File: src/rtl/pipe_hazard_ctrl_if.sv
// Decode-side hazard bus. It carries the ID-stage instruction attributes and
// the EX branch-resolution strobe into the hazard controller, and carries the
// stall, flush, bubble and forwarding-select controls back to the pipeline.
//   master : pipeline / decode side (drives i_*, receives o_*)
//   slave  : pipe_hazard_ctrl      (receives i_*, drives o_*)
interface pipe_hazard_ctrl_if #(
  parameter int REG_AW = 5,
  parameter int DEPTH  = 3,
  parameter int FWD_W  = $clog2(DEPTH + 1)
);
  logic              i_id_valid;
  logic [REG_AW-1:0] i_id_rs1;
  logic [REG_AW-1:0] i_id_rs2;
  logic              i_id_use_rs1;
  logic              i_id_use_rs2;
  logic [REG_AW-1:0] i_id_rd;
  logic              i_id_we;
  logic              i_id_load;
  logic              i_id_mc;
  logic              i_ex_branch_taken;
  logic              o_stall_if;
  logic              o_stall_id;
  logic              o_flush_id;
  logic              o_bubble_ex;
  logic [FWD_W-1:0]  o_fwd_a;
  logic [FWD_W-1:0]  o_fwd_b;
  logic              o_mc_busy;

  modport master (
    output i_id_valid, i_id_rs1, i_id_rs2, i_id_use_rs1, i_id_use_rs2,
           i_id_rd, i_id_we, i_id_load, i_id_mc, i_ex_branch_taken,
    input  o_stall_if, o_stall_id, o_flush_id, o_bubble_ex,
           o_fwd_a, o_fwd_b, o_mc_busy
  );

  modport slave (
    input  i_id_valid, i_id_rs1, i_id_rs2, i_id_use_rs1, i_id_use_rs2,
           i_id_rd, i_id_we, i_id_load, i_id_mc, i_ex_branch_taken,
    output o_stall_if, o_stall_id, o_flush_id, o_bubble_ex,
           o_fwd_a, o_fwd_b, o_mc_busy
  );
endinterface

File: src/rtl/pipe_hazard_ctrl.sv
// Hazard, forwarding and stall controller for the in-order RV32IC pipeline.
// A scoreboard of DEPTH entries (1=EX, 2=MEM, 3=WB, ...) records what each
// stage after ID will write; the ID operands are compared against it to pick
// forwarding sources and detect load-use hazards. A down-counter holds EX for
// multi-cycle operations.
// Ports:
//   i_clk    rising-edge clock
//   i_reset  asynchronous active-low reset
//   bus      pipe_hazard_ctrl_if.slave (ID attributes in, pipeline controls out)
//
// mode      | meaning
// ----------+----------------------------------------------------------
// mc busy   | mc_cnt != 0: EX held, IF/ID held, MEM gets a bubble
// flush     | taken branch in EX: IF/ID cleared, NOP into ID/EX
// load-use  | ID reads a load's rd in EX: one-cycle stall + NOP into ID/EX
// normal    | ID instruction advances into EX, scoreboard shifts
module pipe_hazard_ctrl #(
  parameter int REG_AW = 5,
  parameter int DEPTH  = 3,
  parameter int MC_LAT = 4,
  parameter int FWD_W  = $clog2(DEPTH + 1)
) (
  input logic              i_clk,
  input logic              i_reset,
  pipe_hazard_ctrl_if.slave bus
);

  typedef struct packed {
    logic              valid;
    logic [REG_AW-1:0] rd;
    logic              we;
    logic              load;
  } entry_t;

  entry_t [DEPTH:1] sb_q, sb_d;
  logic [3:0]       mc_cnt_q, mc_cnt_d;

  logic [DEPTH:1]   hit_a, hit_b;
  logic [FWD_W-1:0] near_a, near_b;
  logic             mc_busy, lu, br;

  always_comb begin
    hit_a = '0;
    hit_b = '0;
    for (int k = 1; k <= DEPTH; k++) begin
      hit_a[k] = sb_q[k].valid && sb_q[k].we && (sb_q[k].rd == bus.i_id_rs1) &&
                 (bus.i_id_rs1 != '0) && bus.i_id_valid && bus.i_id_use_rs1;
      hit_b[k] = sb_q[k].valid && sb_q[k].we && (sb_q[k].rd == bus.i_id_rs2) &&
                 (bus.i_id_rs2 != '0) && bus.i_id_valid && bus.i_id_use_rs2;
    end
  end

  // Scan oldest to youngest so the nearest matching stage is left standing.
  always_comb begin
    near_a = '0;
    near_b = '0;
    for (int k = DEPTH; k >= 1; k--) begin
      if (hit_a[k]) near_a = FWD_W'(k);
      if (hit_b[k]) near_b = FWD_W'(k);
    end
  end

  assign mc_busy = (mc_cnt_q != 4'd0);
  assign br      = bus.i_ex_branch_taken;
  assign lu      = (hit_a[1] || hit_b[1]) && sb_q[1].load;

  // Outputs are forced low while reset is held, including the paths that
  // depend only on the branch input.
  always_comb begin
    bus.o_mc_busy   = i_reset && mc_busy;
    bus.o_stall_if  = i_reset && (mc_busy || (!br && lu));
    bus.o_stall_id  = i_reset && (mc_busy || (!br && lu));
    bus.o_flush_id  = i_reset && !mc_busy && br;
    bus.o_bubble_ex = i_reset && !mc_busy && (br || lu);
    // A load in EX has no data yet, so that operand must not select stage 1.
    bus.o_fwd_a     = (!i_reset || (hit_a[1] && sb_q[1].load)) ? '0 : near_a;
    bus.o_fwd_b     = (!i_reset || (hit_b[1] && sb_q[1].load)) ? '0 : near_b;
  end

  always_comb begin
    sb_d     = sb_q;
    mc_cnt_d = mc_cnt_q;
    if (mc_busy) begin
      // EX frozen; MEM receives a bubble while older stages keep draining.
      mc_cnt_d = mc_cnt_q - 4'd1;
      sb_d[2]  = '0;
      for (int k = 3; k <= DEPTH; k++) sb_d[k] = sb_q[k-1];
    end else begin
      for (int k = 2; k <= DEPTH; k++) sb_d[k] = sb_q[k-1];
      if (br || lu) begin
        sb_d[1] = '0;
      end else begin
        sb_d[1] = '{valid: bus.i_id_valid, rd: bus.i_id_rd,
                    we: bus.i_id_we, load: bus.i_id_load};
        // Loaded with MC_LAT-1: the final EX cycle runs with the counter at 0.
        if (bus.i_id_valid && bus.i_id_mc) mc_cnt_d = 4'(MC_LAT - 1);
      end
    end
  end

  always_ff @(posedge i_clk or negedge i_reset) begin
    if (!i_reset) begin
      sb_q     <= '0;
      mc_cnt_q <= '0;
    end else begin
      sb_q     <= sb_d;
      mc_cnt_q <= mc_cnt_d;
    end
  end

endmodule

File: src/flat_wrapper.sv
// flat-port wrapper written by rule: the top's interface ports become plain ports
module pipe_hazard_ctrl_flat 
#(
  parameter int REG_AW = 5,
  parameter int DEPTH  = 3,
  parameter int MC_LAT = 4,
  parameter int FWD_W  = $clog2(DEPTH + 1)
)
  (i_clk, i_reset, bus_i_id_valid, bus_i_id_rs1, bus_i_id_rs2, bus_i_id_use_rs1, bus_i_id_use_rs2, bus_i_id_rd, bus_i_id_we, bus_i_id_load, bus_i_id_mc, bus_i_ex_branch_taken, bus_o_stall_if, bus_o_stall_id, bus_o_flush_id, bus_o_bubble_ex, bus_o_fwd_a, bus_o_fwd_b, bus_o_mc_busy);
  pipe_hazard_ctrl_if #(.REG_AW(REG_AW), .DEPTH(DEPTH), .FWD_W(FWD_W)) bus_i ();
  input logic i_clk;
  input logic i_reset;
  input wire logic [$bits(bus_i.i_id_valid)-1:0] bus_i_id_valid;
  input wire logic [$bits(bus_i.i_id_rs1)-1:0] bus_i_id_rs1;
  input wire logic [$bits(bus_i.i_id_rs2)-1:0] bus_i_id_rs2;
  input wire logic [$bits(bus_i.i_id_use_rs1)-1:0] bus_i_id_use_rs1;
  input wire logic [$bits(bus_i.i_id_use_rs2)-1:0] bus_i_id_use_rs2;
  input wire logic [$bits(bus_i.i_id_rd)-1:0] bus_i_id_rd;
  input wire logic [$bits(bus_i.i_id_we)-1:0] bus_i_id_we;
  input wire logic [$bits(bus_i.i_id_load)-1:0] bus_i_id_load;
  input wire logic [$bits(bus_i.i_id_mc)-1:0] bus_i_id_mc;
  input wire logic [$bits(bus_i.i_ex_branch_taken)-1:0] bus_i_ex_branch_taken;
  output wire logic [$bits(bus_i.o_stall_if)-1:0] bus_o_stall_if;
  output wire logic [$bits(bus_i.o_stall_id)-1:0] bus_o_stall_id;
  output wire logic [$bits(bus_i.o_flush_id)-1:0] bus_o_flush_id;
  output wire logic [$bits(bus_i.o_bubble_ex)-1:0] bus_o_bubble_ex;
  output wire logic [$bits(bus_i.o_fwd_a)-1:0] bus_o_fwd_a;
  output wire logic [$bits(bus_i.o_fwd_b)-1:0] bus_o_fwd_b;
  output wire logic [$bits(bus_i.o_mc_busy)-1:0] bus_o_mc_busy;
  assign bus_i.i_id_valid = bus_i_id_valid;
  assign bus_i.i_id_rs1 = bus_i_id_rs1;
  assign bus_i.i_id_rs2 = bus_i_id_rs2;
  assign bus_i.i_id_use_rs1 = bus_i_id_use_rs1;
  assign bus_i.i_id_use_rs2 = bus_i_id_use_rs2;
  assign bus_i.i_id_rd = bus_i_id_rd;
  assign bus_i.i_id_we = bus_i_id_we;
  assign bus_i.i_id_load = bus_i_id_load;
  assign bus_i.i_id_mc = bus_i_id_mc;
  assign bus_i.i_ex_branch_taken = bus_i_ex_branch_taken;
  assign bus_o_stall_if = bus_i.o_stall_if;
  assign bus_o_stall_id = bus_i.o_stall_id;
  assign bus_o_flush_id = bus_i.o_flush_id;
  assign bus_o_bubble_ex = bus_i.o_bubble_ex;
  assign bus_o_fwd_a = bus_i.o_fwd_a;
  assign bus_o_fwd_b = bus_i.o_fwd_b;
  assign bus_o_mc_busy = bus_i.o_mc_busy;
  pipe_hazard_ctrl #(.REG_AW(REG_AW), .DEPTH(DEPTH), .MC_LAT(MC_LAT), .FWD_W(FWD_W)) u_core (.i_clk(i_clk), .i_reset(i_reset), .bus(bus_i));
endmodule
File: config.mk
export PLATFORM = sky130hd
export DESIGN_NAME = pipe_hazard_ctrl_flat
export DESIGN_NICKNAME = d
export VERILOG_FILES = /design/src/rtl/pipe_hazard_ctrl_if.sv /design/src/rtl/pipe_hazard_ctrl.sv /design/src/flat_wrapper.sv
export SDC_FILE = /design/constraint.sdc
export NUM_CORES = 1
export LEC_CHECK = 0
export CAP_MARGIN = 5
export CELL_PAD_IN_SITES_DETAIL_PLACEMENT = 0
export CELL_PAD_IN_SITES_GLOBAL_PLACEMENT = 1
export CORE_MARGIN = 4
export CORE_UTILIZATION = 38
export CTS_CLUSTER_SIZE = 20
export DETAILED_ROUTE_END_ITERATION = 12
export HOLD_SLACK_MARGIN = 0.12
export PLACE_DENSITY_LB_ADDON = 0.1
export SETUP_SLACK_MARGIN = 0.5
export SLEW_MARGIN = 10
export SYNTH_ARGS = -nofsm -noshare
export SYNTH_HDL_FRONTEND = slang
export SYNTH_SLANG_ARGS = --single-unit
File: constraint.sdc
create_clock -name i_clk -period 2.5 [get_ports i_clk]
set_input_delay 0.5 -clock i_clk [delete_from_list [all_inputs] [get_ports i_clk]]
set_output_delay 0.5 -clock i_clk [all_outputs]
set_load 0.01 [all_outputs]
Word level (Yosys, flattened, before mapping)
Cells that the tools add are included.
{"block": "classes", "n_addsub": 1, "n_eq_ne": 7, "muxes": 13, "n_reduce_logical": 50}
{"op": "$logic_and A1 B1 Y1", "n": 37}
{"op": "$eq A5 B5 Y1", "n": 6}
{"op": "$mux W2", "n": 8}
{"op": "$mux W8", "n": 2}
{"op": "$mux W4", "n": 3}
{"op": "$reduce_bool A5 Y1", "n": 2}
{"op": "$logic_or A1 B1 Y1", "n": 5}
{"op": "$reduce_bool A4 Y1", "n": 1}
{"op": "$sub A4 B1 Y4 const B", "n": 1}
{"op": "$logic_not A1 Y1", "n": 3}
{"op": "$ne A2 B1 Y1 const B", "n": 1}
{"op": "$reduce_and A2 Y1", "n": 1}
{"op": "$reduce_bool A2 Y1", "n": 1}
{"block": "word_totals", "register_bits": 26, "out_inout_bits": 9, "elab_cells": 82}

Logic depth before layout (Yosys ltp)
Gate-level depths: netlist of the first run.
{"block": "logic_depth", "word_depth": 10, "ltp_mapped": 7}

Worst setup path after synthesis of the first run
OpenSTA, ideal clock, no wires.
{"block": "synth_path", "kind": "input to output", "from": "input bus_i_id_rs1[1]", "to": "output bus_o_stall_if", "arrival_ns": 1.982, "t_required_ns": 2.000, "setup_slack_ns": 0.018, "cell_stages": 7, "n_path_buf": 1, "path_cell_list": "xnor2_1 > nand4_1 > or4_4 > a21boi_4 > nand2b_1 > a21boi_1 > buf_4"}
{"block": "synth_via", "elab_chain_cells": 10, "word_cells_on_any_way": 11, "classes_between": "eq/ne (1); reduce/logical (10)"}
{"item": "from (decl)", "line": "flat_wrapper.sv:14", "rtl": "input wire logic [$bits(bus_i.i_id_rs1)-1:0] bus_i_id_rs1;"}
{"item": "$eq A5 B5 Y1", "line": "pipe_hazard_ctrl.sv:46", "rtl": "hit_a[k] = sb_q[k].valid && sb_q[k].we && (sb_q[k].rd == bus.i_id_rs1) &&"}
{"item": "$logic_and A1 B1 Y1", "line": "pipe_hazard_ctrl.sv:46"}
{"item": "$logic_and A1 B1 Y1 (*)", "line": "pipe_hazard_ctrl.sv:46"}
{"item": "$logic_and A1 B1 Y1 (*) (2 in a row)", "line": "pipe_hazard_ctrl.sv:47", "rtl": "(bus.i_id_rs1 != '0) && bus.i_id_valid && bus.i_id_use_rs1;"}
{"item": "$logic_or A1 B1 Y1 (*)", "line": "pipe_hazard_ctrl.sv:65", "rtl": "assign lu = (hit_a[1] || hit_b[1]) && sb_q[1].load;"}
{"item": "$logic_and A1 B1 Y1 (*)", "line": "pipe_hazard_ctrl.sv:65"}
{"item": "$logic_and A1 B1 Y1 (*)"}
{"item": "$logic_or A1 B1 Y1 (*)"}
{"item": "$logic_and A1 B1 Y1 (*)"}
{"item": "to (decl)", "line": "flat_wrapper.sv:23", "rtl": "output wire logic [$bits(bus_i.o_stall_if)-1:0] bus_o_stall_if;"}
Mark *: on every way between the ends. The rest lies on a longest branch, timed or not.

Final worst setup path of the first run
{"block": "layout_path", "from": "register u_core.sb_q[6] (netlist bit)", "to": "output bus_o_stall_if"}
{"block": "layout_via", "elab_chain_cells": 10, "word_cells_on_any_way": 15, "classes_between": "eq/ne (2); reduce/logical (13)"}
{"item": "from (decl)", "line": "pipe_hazard_ctrl.sv:35", "rtl": "entry_t [DEPTH:1] sb_q, sb_d;"}
{"item": "from (signal assigned)", "line": "pipe_hazard_ctrl.sv:103", "rtl": "sb_q <= '0;"}
{"item": "from (signal assigned)", "line": "pipe_hazard_ctrl.sv:106", "rtl": "sb_q <= sb_d;"}
{"item": "$eq A5 B5 Y1, on equally long branches", "line": "pipe_hazard_ctrl.sv:46, pipe_hazard_ctrl.sv:48"}
{"item": "$logic_and A1 B1 Y1, on equally long branches (2 in a row)", "line": "pipe_hazard_ctrl.sv:46, pipe_hazard_ctrl.sv:48"}
{"item": "$logic_and A1 B1 Y1, on equally long branches (2 in a row)", "line": "pipe_hazard_ctrl.sv:47, pipe_hazard_ctrl.sv:49"}
{"item": "$logic_or A1 B1 Y1 (*)", "line": "pipe_hazard_ctrl.sv:65"}
{"item": "$logic_and A1 B1 Y1 (*)", "line": "pipe_hazard_ctrl.sv:65"}
{"item": "$logic_and A1 B1 Y1 (*)", "line": "pipe_hazard_ctrl.sv:71", "rtl": "bus.o_stall_if = i_reset && (mc_busy || (!br && lu));"}
{"item": "$logic_or A1 B1 Y1 (*)", "line": "pipe_hazard_ctrl.sv:71"}
{"item": "$logic_and A1 B1 Y1 (*)", "line": "pipe_hazard_ctrl.sv:71"}
Marked as above.

==> results of run 1 <==
-- worst max-delay path, cell delays in order, from the launching register on --
cell and delay (ps):
dfrtp_1 440, xnor2_1 170, nand4_1 120, or4_4 560
a21boi_4 200, nand2b_1 90, a21boi_2 130, buf_2 140
-- state kept, by name, indices dropped and copies added (netlist names) --
register,cells
u_core.mc_cnt_q,4
u_core.sb_q,22
-- cell usage after synthesis (all sizes together) (2+ instances only) --
library cell	count
xor2	6
nand4	6
xnor2	24
nor4	2
nand3	4
o21ai	3
inv	3
a21boi	2
o211ai	2
nand2	4
or4	6
and2	9
a22o	8
nor3	2
nand2b	3
dfrtp	26
and3	3
-- through the flow --
step	worst slack (ps)	util	std cells	setup TNS, ps	hold WS (ps)
final	-115.7	0.6536	245	-399.6	286.5
after global routing	-228.0	0.6536	245	-993.7	272.4
after CTS	-190.8	0.6423	243	-687.4	274.8
after detailed placement	-856.4	0.5918	231	-7058	364.2
after global placement	-834.1	0.5918	231	-6608	360.5
after floorplan	107.9	-	125	0	204.4
-- cells in the final DEF, fill, tap and decap left out, drive strengths merged --
cell / count
xnor2: 24
nand2b: 3
a21oi: 1
inv: 3
or4: 6
o211a: 1
dfrtp: 26
nand2: 4
nand3: 4
clkdlybuf4s15: 1
dlygate4sd2: 4
mux2i: 1
nor2: 1
xor2: 6
nor3b: 1
buf: 56
clkdlybuf4s50: 9
and2: 9
a21boi: 2
nand4: 6
nand3b: 1
a21o: 1
a22o: 8
clkbuf: 5
nor2b: 1
nor3: 2
and3: 3
o31a: 1
ha: 1
bufinv: 1
nor4: 2
o21ai: 3
o211ai: 2
-- cell families (layout without fill, tap and decap cells) --
logic type	Yosys count	after routing	share of synthesized area
AND/OR/NAND/NOR	43	43	0.1993
multiplexers	1	1	0.007118
XOR/XNOR	30	30	0.1868
flip-flops	26	26	0.4626
adder cells (fa/ha/maj)	1	1	0.008895
AO/OA/AOI/OAI	19	19	0.1192
buffers and inverters	5	79	0.01601
-- worst max path at each step --
| stage | from | to | slack [ps] | cells past startpoint |
|---|---|---|---|---|
| 2_1_floorplan | bus_i_id_rs1[0] | bus_o_stall_if | 110 | 7 |
| 3_3_place_gp | bus_i_id_rs1[1] | bus_o_stall_id | -830 | 8 |
| 3_5_place_dp | bus_i_id_rs1[1] | bus_o_stall_id | -860 | 8 |
| 4_1_cts | u_core.sb_q[4] | bus_o_stall_id | -190 | 7 |
| 5_1_grt | u_core.sb_q[4] | bus_o_stall_id | -230 | 7 |
| 6_report | u_core.sb_q[6] | bus_o_stall_if | -120 | 7 |
-- metal layers --
layer,vias to the layer above,GRT usage
li1,596,-
met1,561,0.2027
met2,31,0.3230
met3,7,0.02593
met4,0,0.08516
met5,-,0
-- power by group through the flow --
| stage | combinational, mW | sequential, mW | clock (mW) |
|---|---|---|---|
| global placement | 0.625 | 0.646 | 0 |
| CTS | 0.732 | 0.650 | 0.356 |
| detailed placement | 0.643 | 0.652 | 0 |
| finish | 0.754 | 0.659 | 0.345 |
| floorplan | 0.362 | 0.632 | 0 |
| global route | 0.834 | 0.672 | 0.366 |
-- final cells by class --
class	count	area [um^2]	area share
Clock inverter	1	30.03	0.01335
Multi-Input combinational cell	94	863.3	0.3838
Sequential cell	26	653.1	0.2903
Timing Repair Buffer	72	593.1	0.2636
Tap cell	46	57.56	0.02558
Clock buffer	3	41.29	0.01835
Inverter	3	11.26	0.005006
-- timing repair --
item | CTS | global route
hold buffers | 0 | 0
pin swaps | 24 | 15
resized for setup | 94 | 15
buffers inserted | 8 | 2
endpoints found under the setup margin | 19 | 19
==> summary.txt, run 1 <==
Timing
  • Fmax: 382.3 MHz
  • Worst-margin pin slew: 444.0 ps
  • Final setup fails: 5
  • Tcrit/Tclk final: 1.046
  • Worst rel slew slack: 0.7031
  • Setup repair after global routing missed its margin: yes
  • Hold Vio Cnt, Final: 0
  • Final setup margin: -115.7 ps
  • Final Skew: 1.142 ps
  • Min Tclk post-route: 2616 ps
  • Fin. max-slew vios: 0

Die
  • Die X: 68.84 um
  • Starting Density: 0.4086
  • Core Area: 3442 um^2
  • Rows: 21
  • Die ar.: 4738 um^2
  • # IOs: 33
  • Die Ht: 68.84 um

Run status
  • Status: finished, violations left
  • Failing checks: negative setup slack

Critical path
  • Flop2flop setup slack: ~360 ps
  • R2r endpoint: u_core.mc_cnt_q[1]
  • Crit path max fanout: 3
  • WS Path Type: reg -> out
  • Worst EP required: 2000 ps
  • Startpoint of the worst-slack reg-to-reg timing path: u_core.sb_q[6]
  • Startpoint types: register
  • Arrival @ worst endpoint: roughly 2100 ps
  • R2R depth: 8
  • CP endpoint kind: output pin

Clock tree
  • H-tree depth: 1
  • Clock Root Buffer: clkbuf_8
  • CTS max path bufs: 2
  • Clk_lat worst skew: 270 ps
  • TritonCTS clock tree: yes
  • CTS buffer count: 3
  • Number of clock sinks: 26
  • Reg clk slew, reported paths: 90 ps

Power and ir drop
  • Internal power: 1.209 mW
  • Sequential cell fraction of total power: 0.375
  • Clock Power Share: 0.196
  • Pwr Density: between 700 and 800 nW/um^2
  • Maximum vdd drop: between 0.0004 and 0.0005 V
  • Logic pwr share: 0.429
  • Sw Ratio: 0.3126
  • Switching pwr: 549.7 uW
  • Tot Pwr: 1.758 mW
  • Static leakage: 1.027 nW

Logic synthesis
  • Netlist Area Pre-Place: 1406 um^2
  • Synth Instances: between 100 and 150
  • Number of synthesized flops with an enable pin: 0
  • Post-Syn Area per Cell: ~11 um^2
  • Seq cells post-synth: 26
  • Synth top area share: 0.4626
  • Mapped Nets: 150
  • Distinct cells, synth: 34
  • Top cells by area, synth: dfrtp_1 46%, xnor2_1 15%, a22o_1 5.0%
  • Top_reg_cell synth: dfrtp_1
  • Sequential area share after synthesis: 0.4626
  • Most area-hungry cell type in the Yosys netlist: dfrtp_1
  • Synth async-reset ratio: 1.000
  • Ys Warns: 0

Global routing
  • Total GRT Usage: 0.1778
  • Initial antenna violation count: 0
  • Largest net degree at the start of global routing: 22
  • Vias in the first global route: about 1,400
  • First-pass GRT wire length: just over 6000 um
  • Total grt overflow: 0

Finish
  • N_diodes: 0
  • Layout net count: 225
  • Layout cells sized above 1: 0.4673
  • Fin area: 2250 um^2
  • Syn-to-layout area delta: 59.96%
  • Filler cells: 280

Routing
  • WL final: 3711 um
  • DR WL/cell: 15.15 um
  • First-pass DRT Iterations: 4
  • DRC Markers: 0
  • Routed via count: 1,195
  • Routed wl met2: 1867 um
  • Met3 WL: a little over 200 um
  • Initial DRC count: between 50 and 60
  • Top Layer Used: met4
  • DR vias/cell: slightly below 5
  • M1 wire length: 1563 um
  • Detail Route Antenna Nets: 0

Place
  • Post-DP HPWL: between 2000 and 3000 um
  • Placed cell area: 2037 um^2
  • Gpl congestion: between 0.8 and 0.9
  • PortBufs: 32

Run
  • Max capacitance violation total: 0

Min path
  • Hold Path Class: in -> async
Note: power is estimated with default switching activity, not from simulation.
==> inputs of run 2 (changes only) <==
Settings changed: CTS_CLUSTER_DIAMETER from default to 40.
==> results of run 2 <==
Final layout, timing and power as in run 1 (identical DEF).
==> inputs of run 3 (changes only) <==
Settings changed: PLACE_DENSITY_LB_ADDON 0.1 to 0.25.
==> summary.txt, run 3 (same netlist as run 1, synthesis figures left out) <==
Power and ir drop
  • Tot Pwr: 1.886 mW (+7.2%)
  • Static leakage: 1.129 nW (+9.9%)
  • Maximum vdd drop: 0.0005524 V (+20%)
  • Pwr Density: 767.0 nW/um^2 (-1.9%)

Critical path
  • Worst path cell trace: buf_6 > or4_4 > o211ai_4 > or4_4 > buf_4 > buf_6 > nand3_2 > o21ai_1 > and2_4 > buf_6
  • R2R depth: 11 (+3)
  • Startpoint types: input pin
  • Flop2flop setup slack: 260 ps (-100 ps)
  • R2r endpoint: u_core.sb_q[0]
  • Startpoint of the worst-slack reg-to-reg timing path: u_core.sb_q[3]
  • Crit path max fanout: 3 (unchanged)
  • Worst EP required: 2000 ps (about the same)
  • CP endpoint kind: output pin
  • Critical path origin: bus_i_id_rs2[1]
  • Slowest cell on crit path: or4_4
  • Most frequent CP cell: buf_6
  • WS Path Type: in -> out
  • Arrival @ worst endpoint: 2140 ps (+20 ps)
  • Crit-path max cell delay: 560 ps (about the same)

Clock tree
  • Number of clock sinks: 26 (unchanged)
  • H-tree depth: 1 (unchanged)
  • TritonCTS clock tree: yes
  • Reg clk slew, reported paths: 80 ps (about the same)
  • CTS max path bufs: 2 (unchanged)
  • Clock Root Buffer: clkbuf_8
  • Clk_lat worst skew: 270 ps (about the same)
  • Hold bufs inserted after CTS: 0 (unchanged)
  • CTS buffer count: 3 (unchanged)

Finish
  • Most common cell after layout, fill and taps aside: buf_4
  • Max reg flops: 22 (unchanged)
  • Syn-to-layout area delta: 74.82%
  • Register Area: 655.6 um^2 (+0.38%)
  • Commonest non-fill, non-tap cells in the layout: 31 x buf_4, 28 x buf_6, 22 x dfrtp_1
  • Fin util: 0.7143 (+0.06071)
  • Biggest regs: u_core.sb_q x22, u_core.mc_cnt_q x4
  • Filler cells: 236 (-16%)
  • Fin cells: 256 (+4.5%)
  • Layout cells sized above 1: 0.5286 (+0.06123)
  • Layout net count: 236 (+4.9%)
  • Fin area: 2459 um^2 (+9.3%)
  • N_diodes: 0 (unchanged)
  • Area of the multi-input gates: 908.4 um^2 (+5.2%)
  • Most flop-heavy register: u_core.sb_q

Place
  • Placed cell area: 2007 um^2 (-1.5%)
  • Post-DP HPWL: 2908 um (+1.9%)
  • Gpl congestion: 0.8930 (+3.1%)
  • Dpl cells: 227 (-1.7%)
  • PortBufs: 32 (unchanged)

Die
  • Die X: 68.84 um (unchanged)
  • Rows: 21 (unchanged)
  • Die Ht: 68.84 um (unchanged)
  • Core Area: 3442 um^2 (unchanged)
  • Starting Density: 0.4086 (unchanged)
  • # IOs: 33 (unchanged)
  • Die ar.: 4738 um^2 (unchanged)

Timing
  • Worst-margin pin slew: 449.3 ps (+5.266 ps)
  • Setup TNS: -608.7 ps (-209.1 ps)
  • Tcrit/Tclk final: 1.054 (+0.008004)
  • Worst rel slew slack: 0.6996 (-0.003521)
  • Final setup margin: -135.7 ps (-20.01 ps)
  • Fin. max-slew vios: 0 (unchanged)
  • Fmax: 379.4 MHz (-0.76%)
  • Min Tclk post-route: 2636 ps (+20.01 ps)
  • Setup repair after global routing missed its margin: yes
  • Hold Vio Cnt, Final: 0 (unchanged)
  • Final Skew: 3.221 ps (+2.080 ps)
  • Final setup fails: 5 (unchanged)

Global routing
  • Total grt overflow: 0 (unchanged)
  • Total GRT Usage: 0.1928 (+0.01492)
  • Vias in the first global route: 1,444 (+6.8%)
  • First-pass GRT wire length: 6610 um (+8.4%)
  • Initial antenna violation count: 0 (unchanged)
  • Largest net degree at the start of global routing: 20 (-9.1%)

Run status
  • Status: finished, violations left
  • Failing checks: negative setup slack

Routing
  • DRC Markers: 0 (unchanged)
  • DR WL/cell: 16.24 um (+7.2%)
  • Initial DRC count: 53 (-5.4%)
  • Detail Route Antenna Nets: 0 (unchanged)
  • DR vias/cell: 5.230 (+7.2%)
  • First-pass DRT Iterations: 4 (unchanged)
  • Routed via count: 1,339 (+12%)
  • WL final: 4157 um (+12%)

Min path
  • Hold Path Class: reg -> reg
  • Hold path startpoint: u_core.sb_q[15]
  • Worst hold path endpoint: u_core.sb_q[23]
  • Worst hold path depth: 0

Run
  • Max capacitance violation total: 0 (unchanged)
run 3: cell types whose count changed in the layout (fill, tap and decap cells not counted), sizes merged:
cell | previous run | this run
dlygate4sd2 | 4 | 3
clkdlybuf4s15 | 1 | 0
buf | 56 | 71
clkbuf | 5 | 3
run 3: worst max-delay path, delay by kind of cell:
| family | cells | cell delay, ps |
|---|---|---|
| buffers and inverters | 4 | 370 |
| AOI/OAI and AO/OA | 2 | 320 |
| and+or+nand+nor | 4 | 950 |
run 3: through the flow:
stage	hold WS, ps	setup slack (ps)
finish	379.9	-135.7
global route	394.6	-220.0
CTS	383.5	-180.0
detailed placement	363.5	-879.9
global placement	356.3	-820.2
floorplan	204.4	107.9
run 3: power breakdown:
group	internal (mW)	leakage, nW	switching, mW
combinational	0.536	0.752	0.336
sequential	0.544	0.341	0.128
clock	0.214	0.0357	0.127
total	1.29	1.13	0.592
run 3: worst max-delay path by stage:
stage	endpoint	depth (start not counted)
2_1_floorplan	bus_o_stall_if	7
3_3_place_gp	bus_o_stall_id	8
3_5_place_dp	bus_o_stall_if	8
4_1_cts	bus_o_stall_id	8
5_1_grt	bus_o_stall_if	8
6_report	bus_o_fwd_b[0]	10
run 3: area by class of cell:
type,instances,share of cell area
Clock buffer,3,0.01679
Clock inverter,1,0.01221
Inverter,3,0.004580
Multi-Input combinational cell,94,0.3695
Sequential cell,26,0.2667
Tap cell,46,0.02341
Timing Repair Buffer,83,0.3069
run 3: timing repair:
item | 4_1_cts | 5_1_grt
setup endpoints to repair | 19 | 18
setup buffers | 17 | 8
endpoints found under the hold margin | 0 | 0
gates resized for setup | 116 | 32
pin swaps | 26 | 23
run 3: per-layer routing:
metal	global-route usage	up-vias	wire length, um
li1	-	622	-
met1	0.2135	657	1554
met2	0.3516	42	2183
met3	0.02755	18	206
met4	0.1046	0	212
met5	0	-	0
